===== src/rtl/pellet_plotter_if.sv =====
// pellet_plotter_if: the draw-request side and the pixel-write side of
// pellet_plotter, bundled into one interface.
//   slave  modport - used by pellet_plotter (takes the request, drives pixels)
//   master modport - used by the requester / frame-buffer side
// Request:  start, origin_x, origin_y, shape[24:0], fg_colour, bg_colour
// Pixels:   x, y, colour, plot, busy, done
interface pellet_plotter_if #(
    parameter int X_W      = 8,
    parameter int Y_W      = 7,
    parameter int COLOUR_W = 3
) ();
    logic                start;
    logic [X_W-1:0]      origin_x;
    logic [Y_W-1:0]      origin_y;
    logic [24:0]         shape;
    logic [COLOUR_W-1:0] fg_colour;
    logic [COLOUR_W-1:0] bg_colour;
    logic [X_W-1:0]      x;
    logic [Y_W-1:0]      y;
    logic [COLOUR_W-1:0] colour;
    logic                plot;
    logic                busy;
    logic                done;

    modport slave (
        input  start, origin_x, origin_y, shape, fg_colour, bg_colour,
        output x, y, colour, plot, busy, done
    );

    modport master (
        output start, origin_x, origin_y, shape, fg_colour, bg_colour,
        input  x, y, colour, plot, busy, done
    );
endinterface


===== src/rtl/pellet_plotter.sv =====
// pellet_plotter: rasterises one latched 5x5 sprite bitmap into a pixel-write
// port, one pixel per clock in row-major order, with screen-edge clipping.
// Ports:
//   clock - sole clock, rising edge
//   reset - asynchronous, active-high; returns to IDLE with all outputs 0
//   bus   - pellet_plotter_if.slave (request inputs, registered pixel outputs)
// Build option: define PELLET_PLOTTER_TRANSPARENT_EN to leave clear shape
// bits unplotted (bg_colour ignored); otherwise they are drawn in bg_colour.
module pellet_plotter #(
    parameter int X_W      = 8,
    parameter int Y_W      = 7,
    parameter int COLOUR_W = 3,
    parameter int X_MAX    = 160,
    parameter int Y_MAX    = 120
) (
    input logic             clock,
    input logic             reset,
    pellet_plotter_if.slave bus
);

    typedef enum logic [1:0] {IDLE, DRAW, DONE} state_t;

    state_t state, state_next;

    // Request captured on start; the shape is shifted left each pixel so
    // the current bit is always shape_q[24].
    logic [24:0]         shape_q, shape_d;
    logic [X_W-1:0]      ox_q, ox_d;
    logic [Y_W-1:0]      oy_q, oy_d;
    logic [COLOUR_W-1:0] fg_q, fg_d;
`ifndef PELLET_PLOTTER_TRANSPARENT_EN
    logic [COLOUR_W-1:0] bg_q, bg_d;
`endif
    logic [2:0]          row_q, row_d;
    logic [2:0]          col_q, col_d;

    logic [X_W-1:0]      x_q, x_d;
    logic [Y_W-1:0]      y_q, y_d;
    logic [COLOUR_W-1:0] colour_q, colour_d;
    logic                plot_q, plot_d;
    logic                busy_q, busy_d;
    logic                done_q, done_d;

    // One extra bit so origin + offset never wraps before the clip compare.
    logic [X_W:0]        x_sum;
    logic [Y_W:0]        y_sum;
    logic                on_screen;

    always_comb begin
        state_next = state;
        shape_d    = shape_q;
        ox_d       = ox_q;
        oy_d       = oy_q;
        fg_d       = fg_q;
`ifndef PELLET_PLOTTER_TRANSPARENT_EN
        bg_d       = bg_q;
`endif
        row_d      = row_q;
        col_d      = col_q;
        x_d        = x_q;
        y_d        = y_q;
        colour_d   = colour_q;
        plot_d     = 1'b0;
        busy_d     = 1'b0;
        done_d     = 1'b0;

        x_sum     = {1'b0, ox_q} + (X_W+1)'(col_q);
        y_sum     = {1'b0, oy_q} + (Y_W+1)'(row_q);
        on_screen = (x_sum < (X_W+1)'(X_MAX)) && (y_sum < (Y_W+1)'(Y_MAX));

        case (state)
            IDLE: begin
                if (bus.start) begin
                    state_next = DRAW;
                    shape_d    = bus.shape;
                    ox_d       = bus.origin_x;
                    oy_d       = bus.origin_y;
                    fg_d       = bus.fg_colour;
`ifndef PELLET_PLOTTER_TRANSPARENT_EN
                    bg_d       = bus.bg_colour;
`endif
                    row_d      = '0;
                    col_d      = '0;
                    busy_d     = 1'b1;
                end
            end

            DRAW: begin
                busy_d  = 1'b1;
                x_d     = x_sum[X_W-1:0];
                y_d     = y_sum[Y_W-1:0];
                shape_d = {shape_q[23:0], 1'b0};
`ifdef PELLET_PLOTTER_TRANSPARENT_EN
                colour_d = fg_q;
                plot_d   = on_screen && shape_q[24];
`else
                colour_d = shape_q[24] ? fg_q : bg_q;
                plot_d   = on_screen;
`endif
                if (col_q == 3'd4) begin
                    col_d = '0;
                    row_d = row_q + 3'd1;
                end else begin
                    col_d = col_q + 3'd1;
                end
                if (row_q == 3'd4 && col_q == 3'd4)
                    state_next = DONE;
            end

            DONE: begin
                done_d     = 1'b1;
                state_next = IDLE;
            end

            default: state_next = IDLE;
        endcase
    end

    always_ff @(posedge clock or posedge reset) begin
        if (reset) begin
            state    <= IDLE;
            shape_q  <= '0;
            ox_q     <= '0;
            oy_q     <= '0;
            fg_q     <= '0;
`ifndef PELLET_PLOTTER_TRANSPARENT_EN
            bg_q     <= '0;
`endif
            row_q    <= '0;
            col_q    <= '0;
            x_q      <= '0;
            y_q      <= '0;
            colour_q <= '0;
            plot_q   <= 1'b0;
            busy_q   <= 1'b0;
            done_q   <= 1'b0;
        end else begin
            state    <= state_next;
            shape_q  <= shape_d;
            ox_q     <= ox_d;
            oy_q     <= oy_d;
            fg_q     <= fg_d;
`ifndef PELLET_PLOTTER_TRANSPARENT_EN
            bg_q     <= bg_d;
`endif
            row_q    <= row_d;
            col_q    <= col_d;
            x_q      <= x_d;
            y_q      <= y_d;
            colour_q <= colour_d;
            plot_q   <= plot_d;
            busy_q   <= busy_d;
            done_q   <= done_d;
        end
    end

    assign bus.x      = x_q;
    assign bus.y      = y_q;
    assign bus.colour = colour_q;
    assign bus.plot   = plot_q;
    assign bus.busy   = busy_q;
    assign bus.done   = done_q;

endmodule

===== src/flat_wrapper.sv =====
// flat-port wrapper written by rule: the top's interface ports become plain ports
module pellet_plotter_flat 
#(
    parameter int X_W      = 8,
    parameter int Y_W      = 7,
    parameter int COLOUR_W = 3,
    parameter int X_MAX    = 160,
    parameter int Y_MAX    = 120
)
  (clock, reset, bus_start, bus_origin_x, bus_origin_y, bus_shape, bus_fg_colour, bus_bg_colour, bus_x, bus_y, bus_colour, bus_plot, bus_busy, bus_done);
  pellet_plotter_if #(.X_W(X_W), .Y_W(Y_W), .COLOUR_W(COLOUR_W)) bus_i ();
  input logic clock;
  input logic reset;
  input wire logic [$bits(bus_i.start)-1:0] bus_start;
  input wire logic [$bits(bus_i.origin_x)-1:0] bus_origin_x;
  input wire logic [$bits(bus_i.origin_y)-1:0] bus_origin_y;
  input wire logic [$bits(bus_i.shape)-1:0] bus_shape;
  input wire logic [$bits(bus_i.fg_colour)-1:0] bus_fg_colour;
  input wire logic [$bits(bus_i.bg_colour)-1:0] bus_bg_colour;
  output wire logic [$bits(bus_i.x)-1:0] bus_x;
  output wire logic [$bits(bus_i.y)-1:0] bus_y;
  output wire logic [$bits(bus_i.colour)-1:0] bus_colour;
  output wire logic [$bits(bus_i.plot)-1:0] bus_plot;
  output wire logic [$bits(bus_i.busy)-1:0] bus_busy;
  output wire logic [$bits(bus_i.done)-1:0] bus_done;
  assign bus_i.start = bus_start;
  assign bus_i.origin_x = bus_origin_x;
  assign bus_i.origin_y = bus_origin_y;
  assign bus_i.shape = bus_shape;
  assign bus_i.fg_colour = bus_fg_colour;
  assign bus_i.bg_colour = bus_bg_colour;
  assign bus_x = bus_i.x;
  assign bus_y = bus_i.y;
  assign bus_colour = bus_i.colour;
  assign bus_plot = bus_i.plot;
  assign bus_busy = bus_i.busy;
  assign bus_done = bus_i.done;
  pellet_plotter #(.X_W(X_W), .Y_W(Y_W), .COLOUR_W(COLOUR_W), .X_MAX(X_MAX), .Y_MAX(Y_MAX)) u_core (.clock(clock), .reset(reset), .bus(bus_i));
endmodule

===== config.mk =====
export PLATFORM = sky130hd
export DESIGN_NAME = pellet_plotter_flat
export DESIGN_NICKNAME = d
export VERILOG_FILES = /design/src/rtl/pellet_plotter_if.sv /design/src/rtl/pellet_plotter.sv /design/src/flat_wrapper.sv
export SDC_FILE = /design/constraint.sdc
export NUM_CORES = 1
export LEC_CHECK = 0
export BUFFER_PORTS_ARGS = -buffer_cell sky130_fd_sc_hd__buf_4
export CAP_MARGIN = 20
export CORE_UTILIZATION = 51
export DETAILED_ROUTE_END_ITERATION = 10
export PLACE_DENSITY = 0.77
export SYNTH_ARGS = -nofsm -noshare
export SYNTH_HDL_FRONTEND = slang
export SYNTH_SLANG_ARGS = --single-unit

===== constraint.sdc =====
create_clock -name clock -period 2.8 [get_ports clock]
set_input_delay 0.14 -clock clock [delete_from_list [all_inputs] [get_ports clock]]
set_output_delay 0.14 -clock clock [all_outputs]
set_load 0.005 [all_outputs]

# Yosys cells after proc, flatten, opt, wreduce, memory -nomap -nowiden
# Cells that the tools add are included.
# totals
reg_bits,75
latchBits,0
ramBits,0
rom_bits,0
in_bits,49
mem_count,0
# op_classes
n_addsub,4
multipliers,0
n_div,0
n_lt_le_gt_ge,2
n_eq_ne,7
shifts,0
mux,15
bitwise_logic,0
reduce_logical,8
# op_table
cell,n
$pmux 25 s2,1
$mux 25,1
$mux 3,4
$pmux 3 s2,2
$add 8x3->9,1
$lt 9x8->1 const B,1
$add 7x3->8,1
$lt 8x7->1 const B,1
$add 3x1->3 const B,2
$eq 3x3->1 const B,2
$reduce_and 2->1,3
$mux 2,2
$ne 2x1->1 const B,2
$pmux 2 s2,1
$mux 1,3
$reduce_and 3->1,1
$eq 2x1->1 const B,1
$eq 2x2->1 const B,1
$logic_and 1x1->1,2
$logic_not 2->1,1
$ne 2x2->1 const B,1
$pmux 1 s2,1
$reduce_bool 2->1,1

# Longest topological paths before layout
# Gate-level depths: netlist of the first run.
# logic_depth
depth_word,4
depth_mapped,7
ltp_nobuf,7

# Worst setup path after synthesis of the first run
# No wires, ideal clock.
# synth_timing
kind,reg-to-reg
startpoint,register u_core.col_q[0]
endpoint,"register u_core.plot_q, in the netlist u_core.bus.plot"
t_arrival_ps,1601
path_slack_ps,1098
path_stages_with_launch,8
n_path_buf,0
synth_period_minus_slack_ps,1702
path_cell_list,dfrtp_1 ha_1 inv_1 fa_1 nor2b_1 nor2_1 o311a_1 nor4_1
# synth_between
elab_chain_cells,4
# synth_lines
element,line,rtl
"start, declared",pellet_plotter.sv:35,"logic [2:0] col_q, col_d;"
"start signal, assigned",pellet_plotter.sv:147,col_q <= col_d;
$add 8x3->9,pellet_plotter.sv:67,"x_sum = {1'b0, ox_q} + (X_W+1)'(col_q);"
$lt 9x8->1,pellet_plotter.sv:69,on_screen = (x_sum < (X_W+1)'(X_MAX)) && (y_sum < (Y_W+1)'(Y_MAX));
$logic_and 1x1->1,pellet_plotter.sv:69,
$mux 1,pellet_plotter.sv:71,case (state)
via u_core.plot_d,pellet_plotter.sv:40,"logic plot_q, plot_d;"
"end signal, assigned",pellet_plotter.sv:151,plot_q <= plot_d;
"end, declared",pellet_plotter.sv:40,
# The timed path passes the listed nets, and every way through them passes these cells.
# A chain may end at the register's enable or synchronous reset.

# Worst setup path in the final report of the first run
# layout_timing
startpoint,register u_core.col_q[0]
endpoint,"register u_core.x_q[4], in the netlist u_core.bus.x[4]"
# layout_between
elab_chain_cells,1
# layout_lines
element,line,rtl
$add 8x3->9,pellet_plotter.sv:67,
"end signal, assigned",pellet_plotter.sv:131,x_q <= '0;
"end signal, assigned",pellet_plotter.sv:148,x_q <= x_d;
"end, declared",pellet_plotter.sv:37,"logic [X_W-1:0] x_q, x_d;"
# Every way passes these cells.

==> impl_metrics.py, run 1 <==
metrics = {
    "clock_tree": {
        "clock_sinks": 75,
        "cts.path.max_buffers": 2,
        "cts.clk_slew.worst_paths_ps": 80,
        "post_cts_resized": 0,
        "clockRootBuffer": "clkbuf_8",
        "cts.htree.levels": 3,
        "cts_made_buffers": 9,
        "clk_latency_ps": 350,
        "cts_tree": "yes",
    },
    "floorplan": {
        "ios": 70,
        "initial_core_util_pct": 54.2,
        "die_x_um": 85.1,
        "die_area_um2": 7240,
        "chipHeight_um": 85.1,
        "core.rowCount": 29,
        "core_um2": 6490,
    },
    "min_path": {
        "worstHoldStart": "bus_fg_colour[1]",
        "hold_class": "input pin to register",
    },
    "grt": {
        "grt_pass1_vias": 2602,
        "gr-total-overflow": 0,
        "gr-usage-all-layers_pct": 20.7,
        "antenna_found_initial": 0,
        "grt_max_degree": 76,
        "grt_pass1_wl_mm": 11.6,
    },
    "synthesis": {
        "ys.flop_type": "dfrtp_1",
        "syn_avg_cell_area_um2": 10.9,
        "syn_nets": 383,
        "ys_ff_latch": 75,
        "synthDistinctLibCells": 42,
        "seq_area_frac_synth_pct": 53.3,
        "synth_area_um2": 3520,
        "yosysWarnings": 0,
        "synth_edf_count": 0,
        "synthCells": 322,
        "async_reset_ff_share_pct": 100,
    },
    "timing": {
        "fin_tns_setup_ps": 0,
        "skew_ps": 11.0,
        "finalCriticalPeriod_ps": 1910,
        "fin_hold_ws_ps": 17.7,
        "max_freq_mhz": 523,
        "tightest_slew_ps": 461,
        "hold_viol_final": 0,
        "slew-limit-headroom_pct": 69.3,
        "finalSetupViolCount": 0,
        "finalCritPeriodShare_pct": 68.3,
        "maxSlewViolCount": 0,
        "setup_ws_ps": 888,
        "rsz0062_at_grt": "false",
    },
    "cells_and_area": {
        "final_util_pct": 67.4,
        "multi_input_area_um2": 1530,
        "nets": 457,
        "num_antenna_cells": 0,
        "layout.cells.non_filler": 478,
        "area.sequential_um2": 1880,
        "drive_gt1_share_pct": 28.2,
        "syn_to_final_growth_pct": 24.5,
        "n_fill_cell": 528,
    },
    "worst_setup_path": {
        "crit_arrival_ps": 2180,
        "crit_path_max_incr_delay_ps": 480,
        "cp-end-kind": "register",
        "worstPathRequired_ps": 3070,
        "path_max_fanout": 3,
        "start_kind": "register",
        "worstSetupPathType": "register to register",
        "path_cells": "ha_1 -> inv_1 -> fa_1 -> nor2b_1 -> o21ai_0 -> xor2_1 -> o21ai_0",
        "worst_path_most_repeated_cell": "o21ai_0",
        "critPathLaunch": "u_core.col_q[0]$_DFFE_PP0P_",
        "worstReg2RegStart": "u_core.col_q[0]$_DFFE_PP0P_",
        "slowest_stage": "fa_1",
    },
    "place": {
        "routabilityCongestion": 0.785,
        "dp_worst_setup_slack_ps": 922,
        "hpwl_mm": 4.69,
        "io_buffers": 69,
        "placedCellCount": 458,
    },
    "drt": {
        "route.vias.total": 2571,
        "postRouteAntennaNets": 0,
        "vias_per_cell": 5.38,
        "wl_per_cell_um": 14.1,
        "firstDrtPassIters": 4,
        "drt_iter0_drc": 65,
        "drc_errors": 0,
        "totalWireLength_mm": 6.76,
    },
    "job": {
        "drv_cap": 0,
    },
    "pwr": {
        "irDropWorstVdd_mv": 0.497,
        "power_density_nw_per_um2": 1090,
        "p_leak_nw": 2.11,
    },
    "outcome": {
        "outcome": "completed",
    },
}
## per-layer routing
metal / up-vias / global-route usage (%) / wire length (µm)
li1: 1265 / - / -
met1: 1227 / 23.6 / 2840
met2: 63 / 36.4 / 3490
met3: 16 / 4.47 / 272
met4: 0 / 11.1 / 162
met5: - / 0 / 0
## synth_stat cells, drive strengths merged (2+ instances only)
cell type  count  area (µm²)
dfrtp         75        1880
nand2         52         195
o21ai         51         255
mux2i         27         270
mux2          20         225
ha            10         125
inv            9        33.8
buf            8        62.6
nor2           8        37.5
a21oi          7        35.0
clkbuf         7        26.3
nand3          7        35.0
xor2           7        61.3
a21o           3        22.5
or3            3        18.8
a31oi          2        12.5
fa             2        40.0
nand4          2        12.5
nand4b         2        17.5
nor2b          2        12.5
nor3b          2        20.0
xnor2          2        17.5
## registers in the layout, indices dropped and copies added (netlist names)
| signal | flops |
|---|---|
| u_core.shape_q | 25 |
| u_core.bus.x | 8 |
| u_core.ox_q | 8 |
| u_core.bus.y | 7 |
| u_core.oy_q | 7 |
| u_core.bg_q | 3 |
| u_core.bus.colour | 3 |
| u_core.col_q | 3 |
| u_core.fg_q | 3 |
| u_core.row_q | 3 |
| u_core.state | 2 |
| u_core.bus.busy | 1 |
| u_core.bus.done | 1 |
| u_core.bus.plot | 1 |
## per-stage QoR
step           instance area, µm²  power (mW)
2_1_floorplan                3520        3.25
3_3_place_gp                 4110        3.77
3_5_place_dp                 4110        3.88
4_1_cts                      4380        4.84
5_1_grt                      4380        5.17
6_report                     4380        4.78
## logic make-up after synthesis
kind of cell | Yosys count | share of synthesized area (%)
AOI/OAI and AO/OA | 71 | 11.1
DFF | 75 | 53.3
adders and majority gates | 12 | 4.69
muxes | 47 | 14.1
xor gates and xnor gates | 9 | 2.24
buffers and inverters | 24 | 3.48
and+or+nand+nor | 84 | 11.1
## timing repair
action	4_1_cts	5_1_grt
hold buffers	4	0
hold endpoints to repair	78	0
buffers inserted	0	0
## cell usage in the layout, fill, tap and decap left out, types with 2 or more instances in the layout
cell            n
inv_1           8
mux2i_1        27
nand4_1         2
mux2_2         20
buf_4          72
clkbuf_8       11
fa_1            2
o21ai_0        49
nor2b_1         2
a21o_1          3
xor2_1          7
a31oi_1         2
a21oi_1         7
nand2_1        52
or3_1           3
o21ai_1         2
nand3_1         7
ha_1           10
nor2_1          7
nand4b_1        2
dlygate4sd3_1   4
clkinv_2        3
xnor2_1         2
dfrtp_1        75
bufinv_16       2
buf_12          2
## final timing paths
path	end	slack, ps	cells after the start
hold reg to reg	u_core.bus.y[1]$_DFFE_PP0P_	480	2
max in group asynchronous	u_core.col_q[0]$_DFFE_PP0P_	2070	4
hold / removal	u_core.fg_q[1]$_DFFE_PP0P_	20	2
setup reg to reg	u_core.bus.x[4]$_DFFE_PP0P_	890	7
min in group asynchronous	u_core.fg_q[0]$_DFFE_PP0P_	440	4
setup / recovery	u_core.bus.x[4]$_DFFE_PP0P_	890	7
## worst max-delay path, delay by kind of cell, from the launching register on
family,cells,cell delay (ps)
AO/OA/AOI/OAI,2,310
XOR/XNOR,1,160
adder cells (fa/ha/maj),2,680
buffers and inverters,1,70
flip-flops,1,390
AND/OR/NAND/NOR,1,220
## final cells by class
class / instances / share of cell area [%]
Sequential cell: 75 / 42.9
Tap cell: 77 / 2.20
Timing Repair Buffer: 78 / 14.2
Multi-Input combinational cell: 223 / 34.8
Clock buffer: 11 / 3.46
Inverter: 9 / 0.771
Clock inverter: 5 / 1.71
## power breakdown
group / internal (mW) / total, mW / switching, mW
Clock: 0.546 / 0.940 / 0.394
Sequential: 1.61 / 2.00 / 0.385
Combinational: 0.956 / 1.85 / 0.891
Total: 3.11 / 4.78 / 1.67
Note: power is estimated with default switching activity, not from simulation.
==> inputs of run 2 (changes only) <==
- ABC_AREA: default -> 1
- CORE_UTILIZATION: 51 -> 50
- PLACE_DENSITY: 0.77 -> 0.78
- clock period: 2.8 -> 1.6 ns (I/O delays scaled with it)
==> impl_metrics.py, run 2 <==
metrics = {
    "outcome": {
        "outcome": "finished, violations left",
        "violations": "setup timing",
    },
    "pwr": {
        "internal_power_mw": 5.68,
        "p_leak_nw": 2.34,
        "power_density_nw_per_um2": 2010,
        "power_frac_clock_pct": 14.0,
        "power.share.combinational_pct": 49.4,
        "switchingPower_mw": 3.72,
        "p_sw_share_pct": 39.6,
        "power_frac_seq_pct": 36.6,
        "irDropWorstVdd_mv": 0.830,
    },
    "place": {
        "routabilityCongestion": 0.909,
        "placed_area_um2": 4240,
        "hpwl_mm": 4.83,
        "io_buffers": 69,
    },
    "timing": {
        "setup_ws_ps": -61.8,
        "fin_tns_setup_ps": -61.8,
        "skew_ps": 9.74,
        "hold_viol_final": 0,
        "rsz0062_at_grt": "true",
        "maxSlewViolCount": 0,
        "tightest_slew_ps": 395,
        "slew-limit-headroom_pct": 73.7,
        "max_freq_mhz": 602,
        "finalCritPeriodShare_pct": 104,
        "finalCriticalPeriod_ps": 1660,
        "finalSetupViolCount": 1,
    },
    "worst_setup_path": {
        "worstPathRequired_ps": 1830,
        "cp-end-kind": "register",
        "regToRegEndpoint": "u_core.bus.plot$_DFF_PP0_",
        "crit_arrival_ps": 1890,
        "start_kind": "register",
        "worstSetupPathType": "register to register",
        "rrSetupSlack_ps": -60,
        "path_max_fanout": 3,
        "worstReg2RegStart": "u_core.oy_q[0]$_DFFE_PP0P_",
        "reg2reg_depth": 10,
    },
    "clock_tree": {
        "cts_made_buffers": 9,
        "clk_latency_ps": 340,
        "clock_sinks": 75,
        "cts.clk_slew.worst_paths_ps": 70,
        "cts_tree": "yes",
        "cts.htree.levels": 3,
        "clockRootBuffer": "clkbuf_8",
        "cts.path.max_buffers": 2,
    },
    "cells_and_area": {
        "num_antenna_cells": 0,
        "nets": 554,
        "multi_input_area_um2": 1420,
        "design_area_um2": 4680,
        "final_common_cell": "buf_4",
        "largest-register": "u_core.shape_q",
        "area.sequential_um2": 1880,
        "final_util_pct": 68.5,
        "n_fill_cell": 556,
        "largest_register_ffs": 25,
        "final_cell_mix": "84 x buf_4, 75 x dfrtp_1, 53 x nand2_1",
        "drive_gt1_share_pct": 26.4,
        "syn_to_final_growth_pct": 31.8,
    },
    "grt": {
        "grt_pass1_vias": 2862,
        "grt_pass1_wl_mm": 12.6,
        "gr-total-overflow": 0,
        "grt_max_degree": 76,
        "gr-usage-all-layers_pct": 21.9,
        "antenna_found_initial": 0,
    },
    "synthesis": {
        "seq_area_frac_synth_pct": 52.8,
        "yosysMostFrequentCell": "dfrtp_1",
        "async_reset_ff_share_pct": 100,
        "ys.flop_type": "dfrtp_1",
        "syn_nets": 453,
        "synthDistinctLibCells": 26,
        "synth_common_cells": "75 x dfrtp_1, 58 x nand2_1, 51 x inv_1, 45 x nor2_1, 34 x o21ai_0",
        "synth_top_area_share_pct": 52.8,
        "ys_ff_latch": 75,
        "synth_edf_count": 0,
        "yosys-top-cells-area": "dfrtp_1 53%, nand2_1 6.1%, inv_1 5.4%, o21ai_0 4.8%, nor2_1 4.8%",
        "syn_avg_cell_area_um2": 9.06,
        "synthCells": 392,
        "synth_area_um2": 3550,
        "yosysWarnings": 0,
        "yosysTopAreaCell": "dfrtp_1",
    },
    "drt": {
        "drc_errors": 0,
        "totalWireLength_mm": 7.50,
        "route.vias.total": 2970,
        "vias_per_cell": 5.01,
        "wl_per_cell_um": 12.6,
        "drt_iter0_drc": 139,
        "postRouteAntennaNets": 0,
        "firstDrtPassIters": 4,
    },
    "floorplan": {
        "core_um2": 6830,
        "die_area_um2": 7450,
        "die_x_um": 86.3,
        "initial_core_util_pct": 52.0,
        "ios": 70,
        "core.rowCount": 30,
        "chipHeight_um": 86.3,
    },
    "job": {
        "drv_cap": 0,
    },
    "min_path": {
        "worstHoldStart": "bus_origin_y[3]",
        "hold_end": "u_core.oy_q[3]$_DFFE_PP0P_",
        "min_path_cells": 3,
        "hold_class": "input pin to register",
    },
}
[run 2: per-stage QoR]
stage	instances	hold WS, ps	total power, mW	worst slack (ps)
floorplan	392	227	6.57	7.94
global placement	554	225	7.74	-22.3
detailed placement	554	228	7.90	-98.2
CTS	593	4.37	9.40	-62.6
global route	593	0.121	10.3	-166
finish	593	2.37	9.39	-61.8
[run 2: how the worst max path moves through the flow]
| stage | from | to | depth (start not counted) | slack (ps) |
|---|---|---|---|---|
| 5_1_grt | u_core.oy_q[0]$_DFFE_PP0P_ | u_core.bus.plot$_DFF_PP0_ | 10 | -170 |
| 2_1_floorplan | u_core.col_q[0]$_DFFE_PP0P_ | u_core.bus.plot$_DFF_PP0_ | 10 | 8 |
| 3_3_place_gp | u_core.ox_q[0]$_DFFE_PP0P_ | u_core.bus.plot$_DFF_PP0_ | 10 | -20 |
| 6_report | u_core.oy_q[0]$_DFFE_PP0P_ | u_core.bus.plot$_DFF_PP0_ | 10 | -60 |
| 4_1_cts | u_core.oy_q[0]$_DFFE_PP0P_ | u_core.bus.plot$_DFF_PP0_ | 10 | -60 |
| 3_5_place_dp | u_core.col_q[0]$_DFFE_PP0P_ | u_core.bus.plot$_DFF_PP0_ | 11 | -100 |
[run 2: final cells by class]
| type | count | area share, % |
|---|---|---|
| inverter | 51 | 4.17 |
| clock buffer | 13 | 3.61 |
| multi-input combinational | 248 | 30.3 |
| clock inverter | 2 | 0.214 |
| tap | 96 | 2.57 |
| timing repair buffer | 108 | 19.0 |
| sequential | 75 | 40.1 |
[run 2: worst max-delay path: stages (launching register included)]
cell and delay [ps]:
dfrtp_1 380, ha_2 210, fa_2 370, nand2_2 90, nand2_2 60, nand2_1 60
nand2_1 60, nand2_1 60, nand3_1 70, o21bai_1 130, nor2_1 50
[run 2: what timing repair did]
item                       in CTS  in global routing
setup endpoints to repair       2                  7
buffers inserted                2                  0
hold buffers                   22                  0
pin swaps                       6                  2
hold endpoints to repair       96                  0
resized for setup               6                  3
[run 2: cells by family after synthesis]
logic type               count (synthesis)  synth area share [%]
XOR/XNOR                                 3                 0.740
buffers and inverters                   69                  8.56
AND/OR/NAND/NOR                        133                  15.7
adder cells (fa/ha/maj)                 12                  4.65
flip-flops                              75                  52.8
multiplexers                            11                  3.91
AO/OA/AOI/OAI                           89                  13.6
[run 2: metal layers]
| layer | part of all wire (%) | up-vias | global-route usage (%) |
|---|---|---|---|
| met1 | 44 | 1403 | 27.8 |
| met4 | 1.7 | 0 | 8.94 |
| li1 | - | 1486 | - |
| met2 | 50 | 69 | 36.7 |
| met3 | 4.1 | 12 | 4.67 |
| met5 | 0 | - | 0 |
[run 2: power groups by stage]
stage                     registers (mW)  clock network (mW)  logic (mW)
after global routing                3.54                1.45        5.28
after detailed placement            3.46                   0        4.44
after CTS                           3.43                1.35        4.62
final                               3.44                1.31        4.64
after global placement              3.43                   0        4.31
after floorplan                     3.36                   0        3.20
